[src/rtl/instruction_fetch_unit_if.sv]
// Instruction memory read port shared by the fetch stage (master) and the memory (slave).
// A request completes in any cycle where req and ready are both high.
interface instruction_fetch_unit_if;
    logic        req;
    logic [31:0] addr;
    logic [31:0] data;
    logic        ready;

    modport master (
        output req,
        output addr,
        input  data,
        input  ready
    );

    modport slave (
        input  req,
        input  addr,
        output data,
        output ready
    );
endinterface

[src/rtl/instruction_fetch_unit.sv]
// Fetch stage: owns the PC, issues word-aligned reads to instruction memory
// and fills the IF/ID register, honouring stall, flush and EX redirects.
module instruction_fetch_unit #(
    parameter logic [31:0] RESET_PC  = 32'h0000_0000,
    parameter logic [31:0] NOP_INSTR = 32'h0000_0000
) (
    input  logic                            clock,
    input  logic                            reset_n,
    instruction_fetch_unit_if.master        imem,
    input  logic                            stall,
    input  logic                            flush,
    input  logic                            redirect_valid,
    input  logic [31:0]                     redirect_pc,
    output logic [31:0]                     pc,
    output logic [31:0]                     if_id_instr,
    output logic [31:0]                     if_id_pc_plus4,
    output logic                            if_id_valid
);

    typedef enum logic [1:0] {
        BOOT    = 2'd0,
        FETCH   = 2'd1,
        DISCARD = 2'd2
    } fetch_state_t;

    fetch_state_t state, next_state;
    logic [31:0]  pending_pc, next_pending_pc;
    logic [31:0]  next_pc;
    logic [31:0]  pc_plus4;
    logic [31:0]  redirect_aligned;
    logic         capture;

    assign pc_plus4         = pc + 32'd4;
    assign redirect_aligned = redirect_pc & ~32'h3;
    assign imem.addr        = pc & ~32'h3;

    // Address only changes on a completed access or a redirect out of DISCARD,
    // so it stays stable while the memory is still working on a request.
    always_comb begin
        next_state      = state;
        next_pc         = pc;
        next_pending_pc = pending_pc;
        capture         = 1'b0;
        imem.req        = 1'b0;
        unique case (state)
            BOOT: begin
                next_state = FETCH;
            end
            FETCH: begin
                imem.req = 1'b1;
                if (redirect_valid) begin
                    if (imem.ready) begin
                        next_pc = redirect_aligned;
                    end else begin
                        next_pending_pc = redirect_aligned;
                        next_state      = DISCARD;
                    end
                end else if (imem.ready && !stall) begin
                    capture = 1'b1;
                    next_pc = pc_plus4;
                end
            end
            DISCARD: begin
                imem.req = 1'b1;
                if (redirect_valid) begin
                    next_pending_pc = redirect_aligned;
                end
                if (imem.ready) begin
                    next_pc    = redirect_valid ? redirect_aligned : pending_pc;
                    next_state = FETCH;
                end
            end
            default: begin
                next_state = BOOT;
            end
        endcase
    end

    always_ff @(posedge clock or negedge reset_n) begin
        if (!reset_n) begin
            state      <= BOOT;
            pc         <= RESET_PC;
            pending_pc <= 32'h0000_0000;
        end else begin
            state      <= next_state;
            pc         <= next_pc;
            pending_pc <= next_pending_pc;
        end
    end

    // Flush beats stall; a bubble is inserted whenever nothing was captured.
    always_ff @(posedge clock or negedge reset_n) begin
        if (!reset_n) begin
            if_id_instr    <= NOP_INSTR;
            if_id_pc_plus4 <= 32'h0000_0000;
            if_id_valid    <= 1'b0;
        end else if (flush) begin
            if_id_instr <= NOP_INSTR;
            if_id_valid <= 1'b0;
        end else if (stall) begin
            if_id_instr    <= if_id_instr;
            if_id_pc_plus4 <= if_id_pc_plus4;
            if_id_valid    <= if_id_valid;
        end else if (capture) begin
            if_id_instr    <= imem.data;
            if_id_pc_plus4 <= pc_plus4;
            if_id_valid    <= 1'b1;
        end else begin
            if_id_instr <= NOP_INSTR;
            if_id_valid <= 1'b0;
        end
    end

endmodule
[src/flat_wrapper.sv]
// flat-port wrapper written by rule: the top's interface ports become plain ports
module instruction_fetch_unit_flat 
#(
    parameter logic [31:0] RESET_PC  = 32'h0000_0000,
    parameter logic [31:0] NOP_INSTR = 32'h0000_0000
)
  (clock, reset_n, stall, flush, redirect_valid, redirect_pc, pc, if_id_instr, if_id_pc_plus4, if_id_valid, imem_req, imem_addr, imem_data, imem_ready);
  instruction_fetch_unit_if imem_i ();
  input  logic clock;
  input  logic reset_n;
  input  logic stall;
  input  logic flush;
  input  logic redirect_valid;
  input  logic [31:0] redirect_pc;
  output logic [31:0] pc;
  output logic [31:0] if_id_instr;
  output logic [31:0] if_id_pc_plus4;
  output logic if_id_valid;
  output wire logic [$bits(imem_i.req)-1:0] imem_req;
  output wire logic [$bits(imem_i.addr)-1:0] imem_addr;
  input wire logic [$bits(imem_i.data)-1:0] imem_data;
  input wire logic [$bits(imem_i.ready)-1:0] imem_ready;
  assign imem_req = imem_i.req;
  assign imem_addr = imem_i.addr;
  assign imem_i.data = imem_data;
  assign imem_i.ready = imem_ready;
  instruction_fetch_unit #(.RESET_PC(RESET_PC), .NOP_INSTR(NOP_INSTR)) u_core (.clock(clock), .reset_n(reset_n), .imem(imem_i), .stall(stall), .flush(flush), .redirect_valid(redirect_valid), .redirect_pc(redirect_pc), .pc(pc), .if_id_instr(if_id_instr), .if_id_pc_plus4(if_id_pc_plus4), .if_id_valid(if_id_valid));
endmodule
[config.mk]
export PLATFORM = sky130hd
export DESIGN_NAME = instruction_fetch_unit_flat
export DESIGN_NICKNAME = d
export VERILOG_FILES = /design/src/rtl/instruction_fetch_unit_if.sv /design/src/rtl/instruction_fetch_unit.sv /design/src/flat_wrapper.sv
export SDC_FILE = /design/constraint.sdc
export NUM_CORES = 1
export LEC_CHECK = 0
export BUFFER_PORTS_ARGS = -buffer_cell sky130_fd_sc_hd__buf_2
export CAP_MARGIN = 20
export CORE_MARGIN = 4
export CORE_UTILIZATION = 55
export DETAILED_ROUTE_END_ITERATION = 8
export HOLD_SLACK_MARGIN = 0.06
export PLACE_DENSITY = 0.86
export SYNTH_ARGS = -nofsm -noshare
export SYNTH_HDL_FRONTEND = slang
export SYNTH_SLANG_ARGS = --single-unit
[constraint.sdc]
create_clock -name clock -period 3.3 [get_ports clock]
set_clock_uncertainty 0.2 [all_clocks]
set_input_delay 0.165 -clock clock [delete_from_list [all_inputs] [get_ports clock]]
set_output_delay 0.165 -clock clock [all_outputs]
set_load 0.1 [all_outputs]
# Word-level counts from Yosys, hierarchy flattened
# Cells that the tools add are included.
[totals]
regBits = 131
word_cells = 49
[classes]
n_eq_ne = 8
n_reduce_logical = 9
muxes = 23
bitwise = 2
addsub = 1
[ops]
columns = ["op", "n"]
rows = [
  ["$mux 32", 10],
  ["$pmux 32 s2", 2],
  ["$add 32x3->32 const B", 1],
  ["$reduce_and 3->1", 3],
  ["$mux 1", 7],
  ["$mux 2", 3],
  ["$ne 2x2->1 const B", 3],
  ["$pmux 2 s3", 1],
  ["$reduce_and 4->1", 1],
  ["$ne 3x2->1 const B", 1],
  ["$ne 3x3->1 const B", 1],
  ["$eq 2x1->1 const B", 1],
  ["$eq 2x2->1 const B", 1],
  ["$logic_not 2->1", 1],
  ["$ne 2x1->1 const B", 1],
  ["$not 1->1", 2],
  ["$reduce_bool 2->1", 1],
  ["$reduce_or 2->1", 1],
  ["$logic_and 1x1->1", 1],
  ["$logic_not 1->1", 1],
]

# Longest topological paths before layout
# Gate-level depths: netlist (run 1).
[logic_depth]
word_depth = 8
depth_mapped = 10
ltp_nobuf = 7

# Least setup slack after synthesis (run 1)
# OpenSTA, ideal clock, no wires.
[synth_path]
kind = "reg-to-reg"
start = "reg u_core.pc[2]"
end = "reg u_core.pc[26]"
period_less_slack_ns = 2.883
t_required_ns = 2.976
path_buffers = 0
setup_ns = 0.124
path_slack_ns = 0.417
path_stages_with_launch = 7
t_arrival_ns = 2.559
path_cell_list = "dfrtp_1 ha_1 nand4_1 nor4_4 nand4_2 a21o_1 a22o_1"
[synth_via]
elab_chain_len = 4
[synth_lines]
columns = ["item", "line", "rtl"]
rows = [
  ["start, declared", "instruction_fetch_unit.sv:14", "output logic [31:0] pc,"],
  ["start signal, assigned", "instruction_fetch_unit.sv:86", "pc <= next_pc;"],
  ["$add 32x3->32", "instruction_fetch_unit.sv:33", "assign pc_plus4 = pc + 32'd4;"],
  ["$mux 32", "instruction_fetch_unit.sv:58", "end else if (imem.ready && !stall) begin"],
  ["$mux 32", "instruction_fetch_unit.sv:51", "if (redirect_valid) begin"],
  ["$pmux 32 s2", "instruction_fetch_unit.sv:45", "unique case (state)"],
]
# No other way between the ends. The select of a mux whose other input is x is not followed.
# A chain may end at the register's enable or synchronous reset.

# Worst setup path after layout (run 1)
[layout_path]
start = "reg u_core.pc[2]"
end = "reg u_core.pc[24]"
# Same word-level chain as after synthesis.

==> results of run 1 <==
-- sequential cells by signal (all words and copies together) (netlist names) --
register,flops
u_core.if_id_valid,1
u_core.if_id_pc_plus4,32
u_core.state,2
u_core.pc,32
u_core.pending_pc,32
u_core.if_id_instr,32
-- timing repair --
item / in CTS / in global routing
hold buffers: 64 / 1
endpoints found under the hold margin: 211 / 15
endpoints found under the setup margin: 0 / 0
gates resized for setup: 0 / 0
-- layout make-up --
type | count | area (um^2) | area share, %
flip-flops and latches | 131 | 3280 | 38.5
multi-input cells | 384 | 2700 | 31.7
repair buffers | 269 | 1750 | 20.5
clock buffers | 19 | 443 | 5.21
well taps | 143 | 179 | 2.10
clock inverters | 12 | 115 | 1.35
inverters | 13 | 48.8 | 0.574
diodes | 1 | 2.50 | 0.0294
-- metrics by stage --
stage | setup WS [ns] | cells | hold WS, ns | util (%) | cell area (um^2)
finish | 0.455 | 972 | 0.0743 | 74.5 | 8510
global route | 0.367 | 972 | 0.102 | 74.5 | 8510
CTS | 0.578 | 969 | 0.151 | 74.1 | 8460
detailed placement | 0.665 | 874 | 0.193 | 63.6 | 7260
global placement | 0.747 | 874 | 0.188 | 63.6 | 7260
floorplan | 0.417 | 605 | -0.331 | - | 6430
-- synthesized netlist by cell type, drive strengths merged, types with 3 or more instances --
master / number / area (um^2)
nand3: 13 / 82.6
ha: 4 / 50.1
o21ai: 39 / 199
a21o: 8 / 60.1
a222oi: 3 / 30.0
a22o: 41 / 359
o2bb2ai: 6 / 52.6
nor4: 5 / 67.6
a211oi: 4 / 30.0
nor2: 57 / 216
a21oi: 44 / 220
inv: 13 / 48.8
xor2: 8 / 70.1
o22ai: 5 / 31.3
and3: 9 / 56.3
buf: 49 / 328
mux2: 33 / 372
nand4: 8 / 86.3
nand2: 18 / 67.6
nor2b: 5 / 31.3
o31a: 7 / 61.3
a22oi: 13 / 97.6
dfrtp: 131 / 3280
o31ai: 6 / 50.1
xnor2: 19 / 166
nor3: 7 / 40.0
clkbuf: 28 / 106
-- final timing paths --
kind | to | slack (ns) | cells after the start
min in group asynchronous | u_core.pending_pc[19] | 0.48 | 3
worst max-delay path | u_core.pc[24] | 0.45 | 6
worst max register to register | u_core.pc[24] | 0.45 | 6
worst min-delay path | u_core.if_id_instr[7] | 0.07 | 3
worst min register to register | u_core.if_id_valid | 0.27 | 1
max in group asynchronous | u_core.pc[23] | 1.48 | 5
-- critical path: stages (launching register included) --
cell and delay (ns):
sky130_fd_sc_hd__dfrtp_1 0.56, sky130_fd_sc_hd__ha_1 0.28, sky130_fd_sc_hd__nand4_1 0.36, sky130_fd_sc_hd__nor4_4 0.65
sky130_fd_sc_hd__nand2_1 0.24, sky130_fd_sc_hd__o31ai_1 0.30, sky130_fd_sc_hd__a22o_1 0.18
-- metal layers --
layer / vias up / GRT usage (%)
met5: - / 0
met1: 2941 / 35.6
met4: 0 / 14.5
met3: 77 / 5.48
met2: 367 / 50.9
li1: 2570 / -
-- logic make-up after synthesis --
| logic type | share of synthesized area [%] |
|---|---|
| other cells | 0.0584 |
| simple gates | 10.7 |
| fa+ha+maj | 0.779 |
| buf+inv | 7.52 |
| mux | 6.10 |
| flops | 51.0 |
| xor+xnor | 3.68 |
| compound gates | 20.1 |
==> impl_metrics.ini, run 1 <==
[synth]
synth.ff_latch_count = 131
yosysWarnings = 0
cell_area_after_technology_mapping_mm2 = 0.00642
post_synth_inst_count = 604
synth_enable_flop_cells = 0
synth_sequential_area_ratio_pct = 51.0
synthesis.area_per_instance_um2 = 10.6
synth-main-ff-cell = sky130_fd_sc_hd__dfrtp_1
share_of_synthesized_flip_flops_with_an_asynchronous_set_or_reset_pct = 100
yosysUniqueCellTypes = 57

[timing]
finalSetupTns_ns = 0
finalWorstPathRequiredPeriod_ns = 2.85
rsz0062_at_grt = false
final_hold_viol_count = 0
setup_violations = 0
worstMarginPinSlew_ns = 0.853
fmax_mhz = 351
fin_crit_sh_pct = 86.2
worst_slew_margin_rel_pct = 42.9
drv_slew = 0

[clock_tree]
clockRootBuffer = sky130_fd_sc_hd__clkbuf_16
clock_tree_from_tritoncts = yes
cts_num_sinks = 131
cts.htree.levels = 4
cts_made_buffers = 17
longest_clk_path_bufs = 2
clk_transition_reported_paths_ns = 0.06
post-cts-setup-buffers = 0
insertion_delay_ns = 0.41

[critical_path]
critPathKind = reg -> reg
r2r_start = u_core.pc[2]
timing.critical_path.required_ns = 3.45
timing.critical_path.from_type = flop
arrival_ns = 3.00
critical_path.endpoint_type = flop
crit_fanout = 9
timing.critical_path.from = u_core.pc[2]

[detailed_routing]
wl_met1_um = 7390
detail_route.vias_per_cell = 6.13
dr.first_iter.drc_count = 671
top_signal_layer_used = met4
routed_wl_met3_um = 1470
routed_wire_length_per_instance_um = 20.7
finalWirelength_um = 20100
postRouteAntennaNets = 0
detailedRoute.firstPassIterationCount = 7
drc = 0
routed_wl_met2_um = 10500
detailroute.via_count = 5955

[grt]
grt.total_usage_pct = 29.5
remaining_overflow_grt = 0
wire_length_of_the_first_global_routing_pass_um = 30800
grt_max_degree = 120
grt_pass1_vias = 5973
antenna_found_initial = 1

[placed_design]
hpwl_um = 11900
gpl.final_weighted_congestion = 0.871
io_buffers = 195

[cells_and_area]
syn2layout_area_growth_pct = 32.4
final_cell_mix = 194 x sky130_fd_sc_hd__buf_2, 131 x sky130_fd_sc_hd__dfrtp_1, 65 x sky130_fd_sc_hd__dlygate4sd3_1
fill_count = 739
drive_gt1_share_pct = 34.2
final_common_cell = sky130_fd_sc_hd__buf_2
finish.net_count = 890

[die]
die_height_um = 116
floorplan.initialDensity_pct = 56.3
core_mm2 = 0.0114
num_io_pins = 200
die_width_um = 116
placement_rows = 39
floorplan.die_area_mm2 = 0.0135

[hold_path]
worst_hold_startpoint = flush
holdCritPathClass = in -> reg

[run_status]
run_status = completed

[job]
max_cap_viol_count = 0
Power of run 1 is not shown: default switching activity piles up to over one toggle a cycle in this logic, so the estimate is an artifact.
==> inputs of run 2 (changes only) <==
- CELL_PAD_IN_SITES_DETAIL_PLACEMENT: unset -> 1
- CELL_PAD_IN_SITES_GLOBAL_PLACEMENT: unset -> 1
- CORE_UTILIZATION: 55 -> 42
==> run 2 against run 1 <==
Worst setup slack gained 0.056 ns. Via count grew 3.9%. Hold slack lost 0.019 ns. Clock-buffer cell count shrank 2. Critical path type unchanged. Critical path depth grew 1. Highest routed layer unchanged. Die area grew 29%. Final cell count grew 4.8%. Sequential cell count is the same.
==> impl_metrics.ini, run 2 (same netlist as run 1, synthesis figures left out) <==
[die]
floorplan.initialDensity_pct = 43.5
core_mm2 = 0.0148
die_height_um = 132
floorplan.die_area_mm2 = 0.0173
die_width_um = 132
num_io_pins = 200
placement_rows = 44

[detailed_routing]
drc = 0
routed_wire_length_per_instance_um = 25.7
dr.first_iter.drc_count = 543
detailroute.via_count = 6190
finalWirelength_um = 26200
detailedRoute.firstPassIterationCount = 5
detail_route.vias_per_cell = 6.07
postRouteAntennaNets = 0

[grt]
remaining_overflow_grt = 0
grt.total_usage_pct = 29.8
grt_pass1_vias = 6898
grt_max_degree = 94
antenna_found_initial = 5
wire_length_of_the_first_global_routing_pass_um = 40700

[job]
max_cap_viol_count = 0

[hold_path]
holdCritPathClass = in -> async

[clock_tree]
cts_num_sinks = 131
clock_tree_from_tritoncts = yes
clk_transition_reported_paths_ns = 0.07
cts.htree.levels = 4
clockRootBuffer = sky130_fd_sc_hd__clkbuf_16
post-cts-setup-buffers = 0
cts_made_buffers = 17
post_cts.resized_instances = 0
longest_clk_path_bufs = 2
insertion_delay_ns = 0.44
cts-hold-fix-buffers = 64

[critical_path]
slowest_delay_ns = 0.53
crit_fanout = 9
crit_family = simple AND/OR/NAND/NOR gates
timing.critical_path.from_type = flop
arrival_ns = 2.95
timing.rr.end = u_core.pc[24]
timing.critical_path.cells = ha_1, nand4_1, buf_4, nor4_4, nand2_1, o31ai_1, a22o_1
reg2reg_slack_ns = 0.51
critPathKind = reg -> reg
critical_path.endpoint_type = flop
timing.critical_path.required_ns = 3.46
worst-path-buf-inv = 1
r2r_start = u_core.pc[2]
timing.critical_path.slowest_stage_cell = sky130_fd_sc_hd__dfrtp_1
r2r.worst_path.cells = 7

[timing]
postLayoutSetupSlackWorst_ns = 0.511
worstMarginPinSlew_ns = 0.999
final_hold_viol_count = 0
setup_violations = 0
finalSetupTns_ns = 0
drv_slew = 0
fin_crit_sh_pct = 84.5
fmax_mhz = 359
rsz0062_at_grt = false
worst_slew_margin_rel_pct = 33.2
finalWorstPathRequiredPeriod_ns = 2.79

[cells_and_area]
syn2layout_area_growth_pct = 33.6
drive_gt1_share_pct = 34.5
final-instance-count-excl-fill = 1019
final_common_cell = sky130_fd_sc_hd__buf_2
finish.net_count = 890
finalInstanceArea_mm2 = 0.00858
final_cell_mix = 194 x sky130_fd_sc_hd__buf_2, 131 x sky130_fd_sc_hd__dfrtp_1, 64 x sky130_fd_sc_hd__dlygate4sd3_1

[placed_design]
place.detailed.instances = 917
hpwl_um = 13800
gpl.final_weighted_congestion = 0.789
io_buffers = 195
dpl_cell_area_mm2 = 0.00734
dp_slack_ns = 0.773

[run_status]
run_status = completed
-- run 2: how the worst max path moves through the flow --
stage                         end             from  slack, ns  depth (start not counted)
global placement    u_core.pc[26]     u_core.pc[2]       0.89                          7
floorplan           u_core.pc[26]     u_core.pc[2]       0.42                          6
detailed placement  u_core.pc[22]  u_core.state[0]       0.77                          7
CTS                 u_core.pc[24]     u_core.pc[2]       0.66                          7
global route        u_core.pc[22]  u_core.state[0]       0.38                          7
finish              u_core.pc[24]     u_core.pc[2]       0.51                          7
-- run 2: cell type report --
type / count / area, um^2
fillers: 1615 / 6170
repair buffers: 269 / 1740
clock buffers: 17 / 425
inverters: 13 / 48.8
well taps: 184 / 230
multi-input cells: 384 / 2690
flip-flops and latches: 131 / 3280
diodes: 6 / 15.0
clock inverters: 15 / 160
-- run 2: stage by stage --
stage / utilization (%) / hold WS, ns
finish: 58.2 / 0.0552
global route: 58.2 / 0.103
CTS: 58.1 / 0.0952
detailed placement: 49.8 / -0.0331
global placement: 49.8 / -0.0461
floorplan: - / -0.331
-- run 2: metal layers --
| layer | vias up | track usage [%] | share of wire (%) |
|---|---|---|---|
| met4 | 0 | 16.2 | 4.6 |
| li1 | 2584 | - | - |
| met1 | 3156 | 33.3 | 37 |
| met3 | 98 | 7.07 | 6.3 |
| met5 | - | 0 | 0 |
| met2 | 352 | 52.6 | 52 |
Power of run 2 is left out for the same reason.
==> inputs of run 3 (changes only) <==
- CORE_UTILIZATION: 42 -> 35
- PLACE_DENSITY: 0.86 -> 0.77
- clock period: 3.3 -> 2.4 ns (I/O delays scaled with it)
==> run 3 against run 2 <==
Clock-buffer cell count rose by 7. Core utilization shrank 9.1 points. Hold slack improved by 0.0079 ns. Highest routed layer unchanged. Critical path type unchanged.
==> impl_metrics.ini, run 3 (same netlist as run 1, synthesis figures left out) <==
[run_status]
run_status = completed

[cells_and_area]
drive_gt1_share_pct = 38.3
final_cell_mix = 194 x sky130_fd_sc_hd__buf_2, 108 x sky130_fd_sc_hd__dfrtp_1, 67 x sky130_fd_sc_hd__dlygate4sd3_1
final_common_cell = sky130_fd_sc_hd__buf_2
syn2layout_area_growth_pct = 37.7
finalInstanceArea_mm2 = 0.00885
finish.net_count = 911
final-instance-count-excl-fill = 1078

[detailed_routing]
detailedRoute.firstPassIterationCount = 5
dr.first_iter.drc_count = 433
detailroute.via_count = 5747
detail_route.vias_per_cell = 5.33
postRouteAntennaNets = 0
finalWirelength_um = 22100
routed_wire_length_per_instance_um = 20.5
drc = 0

[die]
floorplan.die_area_mm2 = 0.0206
floorplan.initialDensity_pct = 35.6
core_mm2 = 0.0180
die_width_um = 143
num_io_pins = 200
die_height_um = 143
placement_rows = 49

[critical_path]
critical_path.endpoint_type = flop
timing.critical_path.from_type = flop
r2r_start = u_core.pc[3]
r2r.worst_path.cells = 7
reg2reg_slack_ns = 0.05
arrival_ns = 2.51
crit_fanout = 6
timing.critical_path.from = u_core.pc[3]
worstSetupEndpoint = u_core.pc[24]
timing.critical_path.required_ns = 2.56
timing.rr.end = u_core.pc[24]
critPathKind = reg -> reg

[clock_tree]
clockRootBuffer = sky130_fd_sc_hd__clkbuf_16
clock_tree_from_tritoncts = yes
cts_num_sinks = 131
cts.htree.levels = 4
longest_clk_path_bufs = 2
clk_transition_reported_paths_ns = 0.06
cts_made_buffers = 17
insertion_delay_ns = 0.42

[timing]
worst_slew_margin_rel_pct = 57.2
final_hold_viol_count = 0
fin_crit_sh_pct = 98.1
finalSetupTns_ns = 0
finalWorstPathRequiredPeriod_ns = 2.35
drv_slew = 0
fmax_mhz = 425
worstMarginPinSlew_ns = 0.641
setup_violations = 0

[placed_design]
place.detailed.instances = 975
dpl_cell_area_mm2 = 0.00756
gpl.final_weighted_congestion = 0.769
io_buffers = 195
hpwl_um = 14100

[grt]
wire_length_of_the_first_global_routing_pass_um = 34600
remaining_overflow_grt = 0
grt_max_degree = 66
antenna_found_initial = 1
grt.total_usage_pct = 21.5
grt_pass1_vias = 6144

[job]
max_cap_viol_count = 0

[hold_path]
holdCritPathClass = in -> async
run 3: changes by cell type in the layout (fill, tap and decap cells not counted), sizes merged, moves of 3 or more:
cell	change
diode	-5
clkinvlp	-8
clkbuf	+7
dlygate4sd3	+3
buf	+18
run 3: what timing repair did:
| action | CTS | global route |
|---|---|---|
| pin swaps | 0 | 3 |
| hold buffers | 67 | 0 |
| setup buffers | 0 | 5 |
| endpoints found under the setup margin | 1 | 29 |
| hold endpoints to repair | 235 | 0 |
| resized for setup | 1 | 5 |
run 3: how the worst min path moves through the flow:
| stage | start | end | slack (ns) | cells past startpoint |
|---|---|---|---|---|
| after floorplan | reset_n | u_core.if_id_instr[0] | -0.38 | 0 |
| after CTS | reset_n | u_core.pc[14] | 0.09 | 2 |
| after detailed placement | reset_n | u_core.pending_pc[14] | -0.04 | 1 |
| after global routing | reset_n | u_core.if_id_pc_plus4[20] | 0.12 | 2 |
| final | reset_n | u_core.pending_pc[14] | 0.06 | 2 |
| after global placement | reset_n | u_core.pc[14] | -0.04 | 1 |
run 3: layout make-up:
cell class	instances	area [um^2]
sequential	131	3320
antenna	1	2.50
fill	2050	9180
multi-input combinational	384	2720
timing repair buffer	290	1930
tap	229	287
clock inverter	6	55.1
clock buffer	24	492
inverter	13	48.8
run 3: worst max-delay path, stage by stage (launching register included):
cell and delay, ns:
sky130_fd_sc_hd__dfrtp_4 0.43, sky130_fd_sc_hd__ha_2 0.21, sky130_fd_sc_hd__nand4_1 0.24, sky130_fd_sc_hd__nor4_4 0.44, sky130_fd_sc_hd__buf_6 0.19, sky130_fd_sc_hd__nand2_1 0.11, sky130_fd_sc_hd__o31ai_1 0.29, sky130_fd_sc_hd__a22o_1 0.18
run 3: routing by layer:
metal | global-route usage [%] | wire [um] | vias up | part of all wire, %
met5 | 0 | 0 | - | 0
met4 | 8.37 | 659 | 0 | 3.0
met3 | 4.16 | 899 | 45 | 4.1
met2 | 37.9 | 11600 | 149 | 53
met1 | 25.9 | 8930 | 2941 | 40
li1 | - | - | 2612 | -
run 3: stage by stage:
step	utilization, %	setup slack (ns)	hold slack, ns
2_1_floorplan	-	-0.0425	-0.376
3_3_place_gp	42.0	0.165	-0.0417
3_5_place_dp	42.0	0.0683	-0.0354
4_1_cts	48.7	0.0514	0.0872
5_1_grt	49.1	-0.0263	0.122
6_report	49.1	0.0461	0.0632
Power of run 3 is left out for the same reason.
